--- config.mk ---
export PLATFORM = sky130hd
export DESIGN_NAME = spi_bitbang_master
export DESIGN_NICKNAME = d
export VERILOG_FILES = /design/src/rtl/spi_bitbang_master.sv
export SDC_FILE = /design/constraint.sdc
export NUM_CORES = 1
export LEC_CHECK = 0
export CAP_MARGIN = 15
export CORE_UTILIZATION = 30
export CTS_BUF_LIST = sky130_fd_sc_hd__clkbuf_4
export CTS_CLUSTER_DIAMETER = 40
export DETAILED_ROUTE_END_ITERATION = 16
export GPL_ROUTABILITY_DRIVEN = 0
export PLACE_DENSITY = 0.56
export SKIP_CTS_REPAIR_TIMING = 1
export SYNTH_ARGS = -nofsm -noshare
export SYNTH_HDL_FRONTEND = slang
export SYNTH_SLANG_ARGS = --single-unit
export TNS_END_PERCENT = 5
--- constraint.sdc ---
create_clock -name clock -period 1.9 [get_ports clock]
set_input_delay 0.19 -clock clock [delete_from_list [all_inputs] [get_ports clock]]
set_output_delay 0.19 -clock clock [all_outputs]
set_load 0.005 [all_outputs]
--- src/rtl/spi_bitbang_master.sv ---
// Purpose : bit-banged SPI mode 0 master, MSB first; pops words from a FWFT source, returns captured MISO words.
// Latency : CS falls on the load edge, put 2W cycles after load; streaming period 2W+1 cycles per word.
// Backpress: source throttles via empty (checked only between words); put has no back-pressure, sink must take it.
//
// Ports:
//   clock, reset        system clock, asynchronous active-high reset
//   in, empty, get      first-word-fall-through source; get pops the word on in
//   out, put            last received word, one-cycle strobe when out is new
//   spi_cs_n, spi_clock, spi_mosi, spi_miso   SPI bus (SCLK idles low)
module spi_bitbang_master #(
    parameter int W = 8
) (
    input  logic         clock,
    input  logic         reset,
    input  logic [W-1:0] in,
    output logic         get,
    input  logic         empty,
    output logic [W-1:0] out,
    output logic         put,
    output logic         spi_cs_n,
    output logic         spi_clock,
    output logic         spi_mosi,
    input  logic         spi_miso
);

    localparam int CW = $clog2(W);

    typedef enum logic [1:0] {
        IDLE = 2'd0,
        LOW  = 2'd1,
        HIGH = 2'd2,
        DONE = 2'd3
    } state_t;

    state_t        state;
    state_t        state_nxt;
    logic [W-1:0]  tx;
    logic [W-1:0]  rx;
    logic [CW-1:0] cnt;
    logic          load;

    // MOSI comes straight off the shift register, so it only moves when tx
    // moves: at load, or on the HIGH->LOW edge that drops SCLK.
    assign spi_mosi = tx[W-1];

    // ------------------------------------------------------------------
    // State register
    // ------------------------------------------------------------------
    always_ff @(posedge clock or posedge reset) begin
        if (reset) begin
            state <= IDLE;
        end else begin
            state <= state_nxt;
        end
    end

    // ------------------------------------------------------------------
    // Next-state logic
    // ------------------------------------------------------------------
    always_comb begin
        state_nxt = state;
        case (state)
            IDLE:    state_nxt = empty ? IDLE : LOW;
            LOW:     state_nxt = HIGH;
            HIGH:    state_nxt = (cnt == '0) ? DONE : LOW;
            DONE:    state_nxt = empty ? IDLE : LOW;
            default: state_nxt = IDLE;
        endcase
    end

    // ------------------------------------------------------------------
    // Output logic
    // ------------------------------------------------------------------
    always_comb begin
        get  = 1'b0;
        put  = 1'b0;
        load = 1'b0;
        case (state)
            IDLE: begin
                get  = ~empty;
                load = ~empty;
            end
            DONE: begin
                // Pop of the next word and delivery of the finished one
                // share this cycle when streaming.
                get  = ~empty;
                load = ~empty;
                put  = 1'b1;
            end
            default: ;
        endcase
    end

    // ------------------------------------------------------------------
    // Datapath and SPI pin registers
    // ------------------------------------------------------------------
    always_ff @(posedge clock or posedge reset) begin
        if (reset) begin
            tx        <= '0;
            rx        <= '0;
            cnt       <= '0;
            out       <= '0;
            spi_cs_n  <= 1'b1;
            spi_clock <= 1'b0;
        end else begin
            case (state)
                IDLE, DONE: begin
                    spi_clock <= 1'b0;
                    if (load) begin
                        tx       <= in;
                        cnt      <= CW'(W - 1);
                        spi_cs_n <= 1'b0;
                    end else begin
                        spi_cs_n <= 1'b1;
                    end
                end
                LOW: begin
                    // MISO is captured on the same edge that raises SCLK.
                    spi_clock <= 1'b1;
                    rx        <= {rx[W-2:0], spi_miso};
                end
                HIGH: begin
                    spi_clock <= 1'b0;
                    tx        <= {tx[W-2:0], 1'b0};
                    if (cnt == '0) begin
                        // rx already holds the last bit sampled in LOW.
                        out <= rx;
                    end else begin
                        cnt <= cnt - 1'b1;
                    end
                end
                default: ;
            endcase
        end
    end

endmodule

# Yosys cells after proc, flatten, opt, wreduce, memory -nomap -nowiden

Cells that the tools add are included.

$add $sub $neg: 1
Equal/unequal tests: 5
Mux-type cells: 12
Bitwise gates (word level): 1
Reduce and logical (&&, ||, !) cells: 8

Operators with widths:

| operator              | number |
|---|---|
| $pmux W8 S2           | 1 |
| $mux W8               | 1 |
| $mux W3               | 2 |
| $pmux W2 S3           | 1 |
| $pmux W3 S2           | 1 |
| $eq A2 B2 Y1 const B  | 2 |
| $mux W1               | 4 |
| $reduce_and A2 Y1     | 2 |
| $logic_not A3 Y1      | 1 |
| $reduce_and A3 Y1     | 1 |
| $reduce_or A3 Y1      | 1 |
| $sub A3 B1 Y3 const B | 1 |
| $eq A2 B1 Y1 const B  | 1 |
| $logic_not A2 Y1      | 1 |
| $mux W2               | 1 |
| $ne A2 B1 Y1 const B  | 1 |
| $ne A2 B2 Y1 const B  | 1 |
| $pmux W1 S2           | 1 |
| $reduce_bool A2 Y1    | 1 |
| $reduce_or A2 Y1      | 1 |
| $not A1 Y1            | 1 |

Register bits: 31
Input port bits: 12
Output and inout port bits: 13
Logic and storage cells: 34

# Logic depth before layout (Yosys ltp)

Gate-level depths: netlist of run 1.

Word-level depth: 5
Mapped depth: 6
Depth with buffers taken out: 5

# Least setup slack after synthesis of run 1

Ideal clock, no wire load.

Kind: flip-flop to flip-flop
From: register state[0]
To: register tx[7]
Library setup time: 0.119 ns
Arrival time: 1.319 ns
Required time: 1.781 ns
Slack: 0.462 ns
Cell stages (with the launch flop): 6
Path buffers: 0
Clock period less this slack: 1.438 ns
Cell sequence: dfrtp_1 > inv_1 > ha_1 > or3b_1 > o22ai_1 > nor2_1

Longest elaborated chain between the ends: 5

RTL lines:

| item                                             | line    | RTL |
|---|---|---|
| start, declared                                  | 35      | `state_t state;` |
| start signal, assigned                           | 53      | `state <= state_nxt;` |
| $eq A2 B2 Y1 or $logic_not A2 Y1 (tied branches) | 78, 106 |  |
| $reduce_or A2 Y1 (no line)                       | -       |  |
| $mux W1                                          | -       |  |
| $ne A2 B1 Y1 (no line)                           | -       |  |
| $reduce_and A2 Y1 (no line)                      | -       |  |
| end signal, assigned                             | 110     | `tx <= in;` |
| end signal, assigned                             | 124     | `tx <= {tx[W-2:0], 1'b0};` |
| end, declared                                    | 37      | `logic [W-1:0] tx;` |

Several ways; a longest one is shown, not always the timed one.
A chain may end at the register's enable or synchronous reset.

# Worst setup path in the final report of run 1

From: register state[1]
To: output port put

Longest elaborated chain between the ends: 2

RTL lines:

| item          | line | RTL |
|---|---|---|
| $eq A2 B2 Y1  | 78   | `case (state)` |
| $mux W1       | 78   |  |
| end, declared | 19   | `output logic put,` |

Every way passes these cells.

==> summary.md, run 1 <==
| Metric | Value |
|---|---|
| Outcome | finished clean |
| Count of flip-flops with a built-in enable after synthesis | 0 |
| FF-to-FF setup slack | 350 ps |
| Met3 layer wire length in the routed design | 133 microns |
| Nets | 164 |
| Highest clock frequency the design can meet | 0.6251 GHz |
| Maximum root-to-sink buffer count | 2 |
| Post-Syn Instances | 115 |
| Layout cell share with drive strength beyond 1 | 23.13% |
| Highest net fanout along the worst path | 3 |
| Worst path arrival time | 1410 ps |
| Clock transition at the registers of the reported paths | 90 ps |
| Reported net switching power | 719.1 uW |
| Count of warnings emitted by yosys | 0 |
| Count of input and output buffers | 24 |
| Standby leakage power | 0.0008281 uW |
| Post-synth top flop | dfrtp_1 |
| Final clock skew | 5.198 ps |
| Unique cell type count in the Yosys netlist | 29 |
| Leading post-synthesis cells by cell area | dfrtp_1 53%, mux2_2 10%, ha_1 5.3% |
| Crit Reg-Reg Endpoint | tx[1] |
| CP Launch Type | flip-flop |
| Final routed DRC violation total | 0 |
| Min Clock Period, post-route | 1600 ps |
| Largest delay contributor family on the critical path | buffers and inverters |
| Via-to-Cell Ratio | 4.814 |
| Starting density of the core | 31.83% |
| Routed length per placed instance | 13.05 microns |
| Post-route met1 wirelength | 1.244 mm |
| Insertion delay to the later sink of the worst-skew pair | 320 ps |
| Maximum level of the CTS H-tree | 2 |
| Per-instance average area after synthesis | 12.22 sq um |
| Total die area | 0.004961 sq mm |
| Proportion of power drawn by the clock network | 16.4% |
| CP bufs+invs | 1 |
| Slowest library cell on the worst path | clkdlybuf4s50_1 |
| Pwr Density | 1236 mW/mm^2 |
| Type of destination of the critical path | output pin |
| Depth of the most critical reg-to-reg path | 6 |
| Pin count of the biggest net entering global routing | 23 |
| Highest-count cells in the layout ignoring fill and taps | 30 x dfrtp_1, 23 x clkdlybuf4s50_1, 13 x mux2_2 |
| Antenna fix cells | 0 |
| Drt pass-1 iters | 4 |
| Number of standard cells in the layout, taps in and fillers out | 199 |
| Most area-hungry cell type in the Yosys netlist | dfrtp_1 |
| CTS Buf Count | 5 |
| CTS tree | built |
| Standard-cell row count | 24 |
| Highest routed layer | met4 |
| Clock root buffer | clkbuf_4 |
| Max-capacitance violation count | 0 |
| Worst slew margin relative to its limit | 70.49% |
| Async set-reset flop share out of synthesis | 100.0% |
| Final Hold Slack | 136.2 ps |
| Final Util | 40.48% |
| Number of nets in the synthesized netlist | 133 |
| Slowest cell delay on critical path | 500 ps |
| HPWL Detailed | 1.816 mm |
| Max-slew violation count | 0 |
| WP depth | 2 |
| Synthesis-to-layout area growth | 27.16% |
| Die W | 70.44 microns |
| Final setup violating endpoints | 0 |
| Routed wire length | 2.596 mm |
| Worst hold path type | primary input to async pin |
| Setup repair after global routing missed its margin | false |
| DRC marker count from the first detailed-route iteration | 53 |
| Post-synth design cell area | 0.001405 sq mm |
| Required time worst endpoint | 1710 ps |
| Power Internal | 1488 uW |
| Largest vdd supply drop | 427.7 uV |
| Share of the clock period used by the worst path | 84.20% |
| Vias post-DR | 958 |
| Switching Fraction | 32.57% |
| Count of final hold-check violations | 0 |
| Residual overflow from global routing | 0 |
| DRT antenna net count | 0 |
| Worst reg2reg startpoint | state[0] |
| Number of cells after detailed placement | 190 |
| Actual transition at the worst max-transition pin | 442.7 ps |
| Area fraction of the dominant cell type after synthesis | 53.43% |
| Aggregate global-route resource usage | 11.09% |
| Number of top-level pins | 25 |
| Place WS | 216.5 ps |
| Setup TNS | 0 ps |
| Wire length of the first global-routing pass | 4.257 mm |
| Placeable core area | 0.004414 sq mm |
| Combinational Power Share | 36.5% |
| Filler cell count in the final layout | 399 |
| Register share of total power | 47.1% |
| Critical Path, Cell by Cell | ha_1 > clkdlybuf4s50_1 |
| Via count of the first global-routing pass | 986 |
| Die Y | 70.44 microns |
| Most common cell after layout, fill and taps aside | dfrtp_1 |
| Sum of met2 wire segment lengths after detailed routing | 1.186 mm |
| Number of sinks driven by the clock tree | 31 |
| Type of the setup path with the least slack | flip-flop to output pin |
| Number of register bits inferred by synthesis | 31 |
| Initial antenna violation count | 0 |
| Worst path setup slack after routing | 300.2 ps |
| Sequential cell area fraction in the yosys report | 55.30% |
layout make-up:
| cell class | count | area, sq um | share of cell area (%) |
|---|---|---|---|
| clock buffer | 6 | 45.04 | 2.521 |
| clock inverter | 2 | 7.507 | 0.4202 |
| tap | 52 | 65.06 | 3.641 |
| inverter | 9 | 33.78 | 1.891 |
| sequential | 31 | 777.0 | 43.49 |
| multi-input combinational | 71 | 585.6 | 32.77 |
| timing repair buffer | 28 | 272.8 | 15.27 |
layer usage:
| metal | vias to the layer above | global-route usage (%) |
|---|---|---|
| met5 | - | 0 |
| met4 | 0 | 5.333 |
| met3 | 5 | 3.608 |
| met2 | 22 | 17.78 |
| met1 | 472 | 13.35 |
| li1 | 459 | - |
cells by family (layout without fill, tap and decap cells):
group | Yosys count | count (layout) | share of synthesized area, %
buffers and inverters | 13 | 45 | 4.452
multiplexers | 18 | 18 | 15.76
adder cells (fa/ha/maj) | 6 | 6 | 5.343
AND/OR/NAND/NOR | 24 | 24 | 8.638
flip-flops | 31 | 31 | 55.30
AO/OA/AOI/OAI | 23 | 23 | 10.51
state kept, by name, summed over array words and instances (netlist names):
name       flops
spi_cs_n       1
rx             8
state          2
tx             8
out            8
cnt            3
spi_clock      1
cells in the mapped netlist, types with 2 or more instances:
library cell   n
nand2b_1       2
inv_1          9
buf_2          2
dfrtp_1       30
nor2_1         9
o22ai_1        6
ha_1           6
mux2_2        13
a21oi_1        9
mux2_4         5
nor3_1         3
nand2_1        4
stage by stage:
stage / instance area [sq um] / total power, uW
3_3_place_gp: 1704 / 1791
3_5_place_dp: 1704 / 1822
4_1_cts: 1757 / 2200
5_1_grt: 1787 / 2380
6_report: 1787 / 2208
2_1_floorplan: 1405 / 1569
power by group through the flow:
stage | sequential [uW] | clock (uW) | combinational, uW
global placement | 1040 | 0 | 752
detailed placement | 1050 | 0 | 769
CTS | 1040 | 387 | 774
finish | 1040 | 361 | 806
floorplan | 1010 | 0 | 557
global route | 1070 | 408 | 900
how the worst max path moves through the flow:
stage	startpoint	end
final	state[1]	put
after global routing	state[1]	cnt[2]
after CTS	state[0]	get
after detailed placement	state[0]	get
after global placement	state[0]	get
after floorplan	state[0]	tx[7]
Power figures use the tool's default switching activity.
==> run 2, diff against run 1 <==
Settings changed: PLACE_DENSITY 0.56 to 0.58.
Clock period 1.9 ns to 1.4 ns, I/O delays scaled along.
==> summary.md, run 2 (synthesis results as in run 1) <==
| Metric | Value |
|---|---|
| Die Y | 70.44 microns (unchanged) |
| Drt pass-1 iters | 4 (unchanged) |
| Max-slew violation count | 0 (unchanged) |
| Starting density of the core | 31.83% (unchanged) |
| Crit Reg-Reg Endpoint | tx[7] |
| Highest net fanout along the worst path | 4 (+1) |
| Slowest library cell on the worst path | dfrtp_1 |
| Outcome | complete, but fails checks |
| Pin count of the biggest net entering global routing | 32 (+39%) |
| Number of sinks driven by the clock tree | 31 (unchanged) |
| Residual overflow from global routing | 0 (unchanged) |
| Depth of the most critical reg-to-reg path | 5 (-1) |
| Required time worst endpoint | 1260 ps (-450 ps) |
| Antenna fix cells | 0 (unchanged) |
| Pwr Density | 1721 mW/mm^2 (+39%) |
| Insertion delay to the later sink of the worst-skew pair | 330 ps (about the same) |
| Critical Path, Cell by Cell | buf_4 > ha_4 > nor2b_4 > clkbuf_2 |
| Type of the setup path with the least slack | flip-flop to output pin |
| Number of top-level pins | 25 (unchanged) |
| Maximum level of the CTS H-tree | 2 (unchanged) |
| Initial antenna violation count | 0 (unchanged) |
| Number of cells after detailed placement | 197 (+3.7%) |
| Filler cell count in the final layout | 425 (+6.5%) |
| Type of destination of the critical path | output pin |
| Routed wire length | 2.736 mm (+5.4%) |
| Regs by FF count | out (8), rx (8), tx (8) |
| Most common cell after layout, fill and taps aside | dfrtp_1 |
| Total die area | 0.004961 sq mm (unchanged) |
| Number of standard cells in the layout, taps in and fillers out | 207 (+4.0%) |
| Min Clock Period, post-route | 1552 ps |
| Final setup violating endpoints | 18 (+18) |
| CP Launch Type | flip-flop |
| Nets | 172 (+4.9%) |
| Routed length per placed instance | 13.22 microns (+1.3%) |
| HPWL Detailed | 1.841 mm (+1.4%) |
| DRC marker count from the first detailed-route iteration | 6 (-89%) |
| Max-capacitance violation count | 0 (unchanged) |
| Standby leakage power | 0.0009459 uW (+14%) |
| Placeable core area | 0.004414 sq mm (unchanged) |
| Final routed DRC violation total | 0 (unchanged) |
| Pwr Total | 3329 uW (+51%) |
| Via-to-Cell Ratio | 4.720 (-2.0%) |
| Aggregate global-route resource usage | 12.24% (+1.1 points) |
| Count of final hold-check violations | 0 (unchanged) |
| Worst path setup slack after routing | -152.1 ps (-452.2 ps) |
| Via count of the first global-routing pass | 1043 (+5.8%) |
| Largest vdd supply drop | 823.4 uV (+93%) |
| Clock transition at the registers of the reported paths | 90 ps (about the same) |
| DRT antenna net count | 0 (unchanged) |
| Crit. Startpoint | state[1] |
| Worst path arrival time | 1410 ps (about the same) |
| Violated checks | setup timing |
| Sequential Area | 777.0 sq um (unchanged) |
| Multi-input gate area | 620.6 sq um (+6.0%) |
| Worst reg2reg startpoint | state[1] |
| Share of the clock period used by the worst path | 110.9% |
| Setup TNS | -934.5 ps (-934.5 ps) |
| Clock root buffer | clkbuf_4 |
| Place WS | -147.5 ps (-364.0 ps) |
| Die W | 70.44 microns (unchanged) |
| Final clock skew | 3.264 ps (-1.934 ps) |
| Standard-cell row count | 24 (unchanged) |
| Vias post-DR | 977 (+2.0%) |
| FF-to-FF setup slack | -140 ps (-490 ps) |
| Highest clock frequency the design can meet | 0.6443 GHz |
| Count of input and output buffers | 24 (unchanged) |
| Worst slew margin relative to its limit | 78.31% (+7.8 points) |
| Final Hold Slack | 138.3 ps (+2.060 ps) |
| Actual transition at the worst max-transition pin | 324.3 ps (-118.4 ps) |
| Wire length of the first global-routing pass | 4.678 mm (+9.9%) |
| Maximum root-to-sink buffer count | 2 (unchanged) |
| Highest-count cells in the layout ignoring fill and taps | 30 x dfrtp_1, 20 x clkdlybuf4s50_1, 13 x mux2_2, 9 x nor2_1, 9 x a21oi_1 |
| Worst hold path type | primary input to async pin |
| Setup repair after global routing missed its margin | true |
| Layout cell share with drive strength beyond 1 | 33.55% (+10 points) |
| CTS Buf Count | 5 (unchanged) |
| Synthesis-to-layout area growth | 37.67% |
| CTS tree | built |
| Slowest cell delay on critical path | 390 ps (-110 ps) |
-- run 2: metal layers --
metal	GRT usage [%]	vias to the layer above	share of wire (%)	wire [microns]
met2	18.73	25	47	1280
met3	5.195	5	5.7	157
met5	0	-	0	0
met1	14.78	469	46	1250
met4	5.778	0	1.8	48
li1	-	478	-	-
-- run 2: worst max-delay path by stage --
stage,end,slack (ps),depth (start not counted)
finish,get,-150,4
detailed placement,get,-150,3
floorplan,tx[7],-5,5
global route,get,-230,4
global placement,get,-90,3
CTS,get,-530,3
-- run 2: final cells by class --
cell class / instances / area share (%)
clock buffers: 7 / 2.717
clock inverters: 1 / 0.2587
inverters: 9 / 1.876
multi-input cells: 71 / 32.08
flip-flops and latches: 31 / 40.17
well taps: 52 / 3.364
repair buffers: 36 / 19.53
-- run 2: power by group --
part	switching, uW	internal (uW)	leakage (uW)
sequential	194	1210	0.000373
clock	295	234	0.0000361
combinational	577	819	0.000536
-- run 2: per-stage QoR --
stage | utilization [%] | cell area (sq um)
2_1_floorplan | - | 1420
3_3_place_gp | 40.99 | 1809
3_5_place_dp | 40.99 | 1809
4_1_cts | 42.29 | 1867
5_1_grt | 43.82 | 1934
6_report | 43.82 | 1934
-- run 2: worst max-delay path, delay by kind of cell (launching register included) --
family	cells	cell delay, ps
adders and majority gates	1	280
and+or+nand+nor	1	150
buffers and inverters	2	270
DFF	1	390
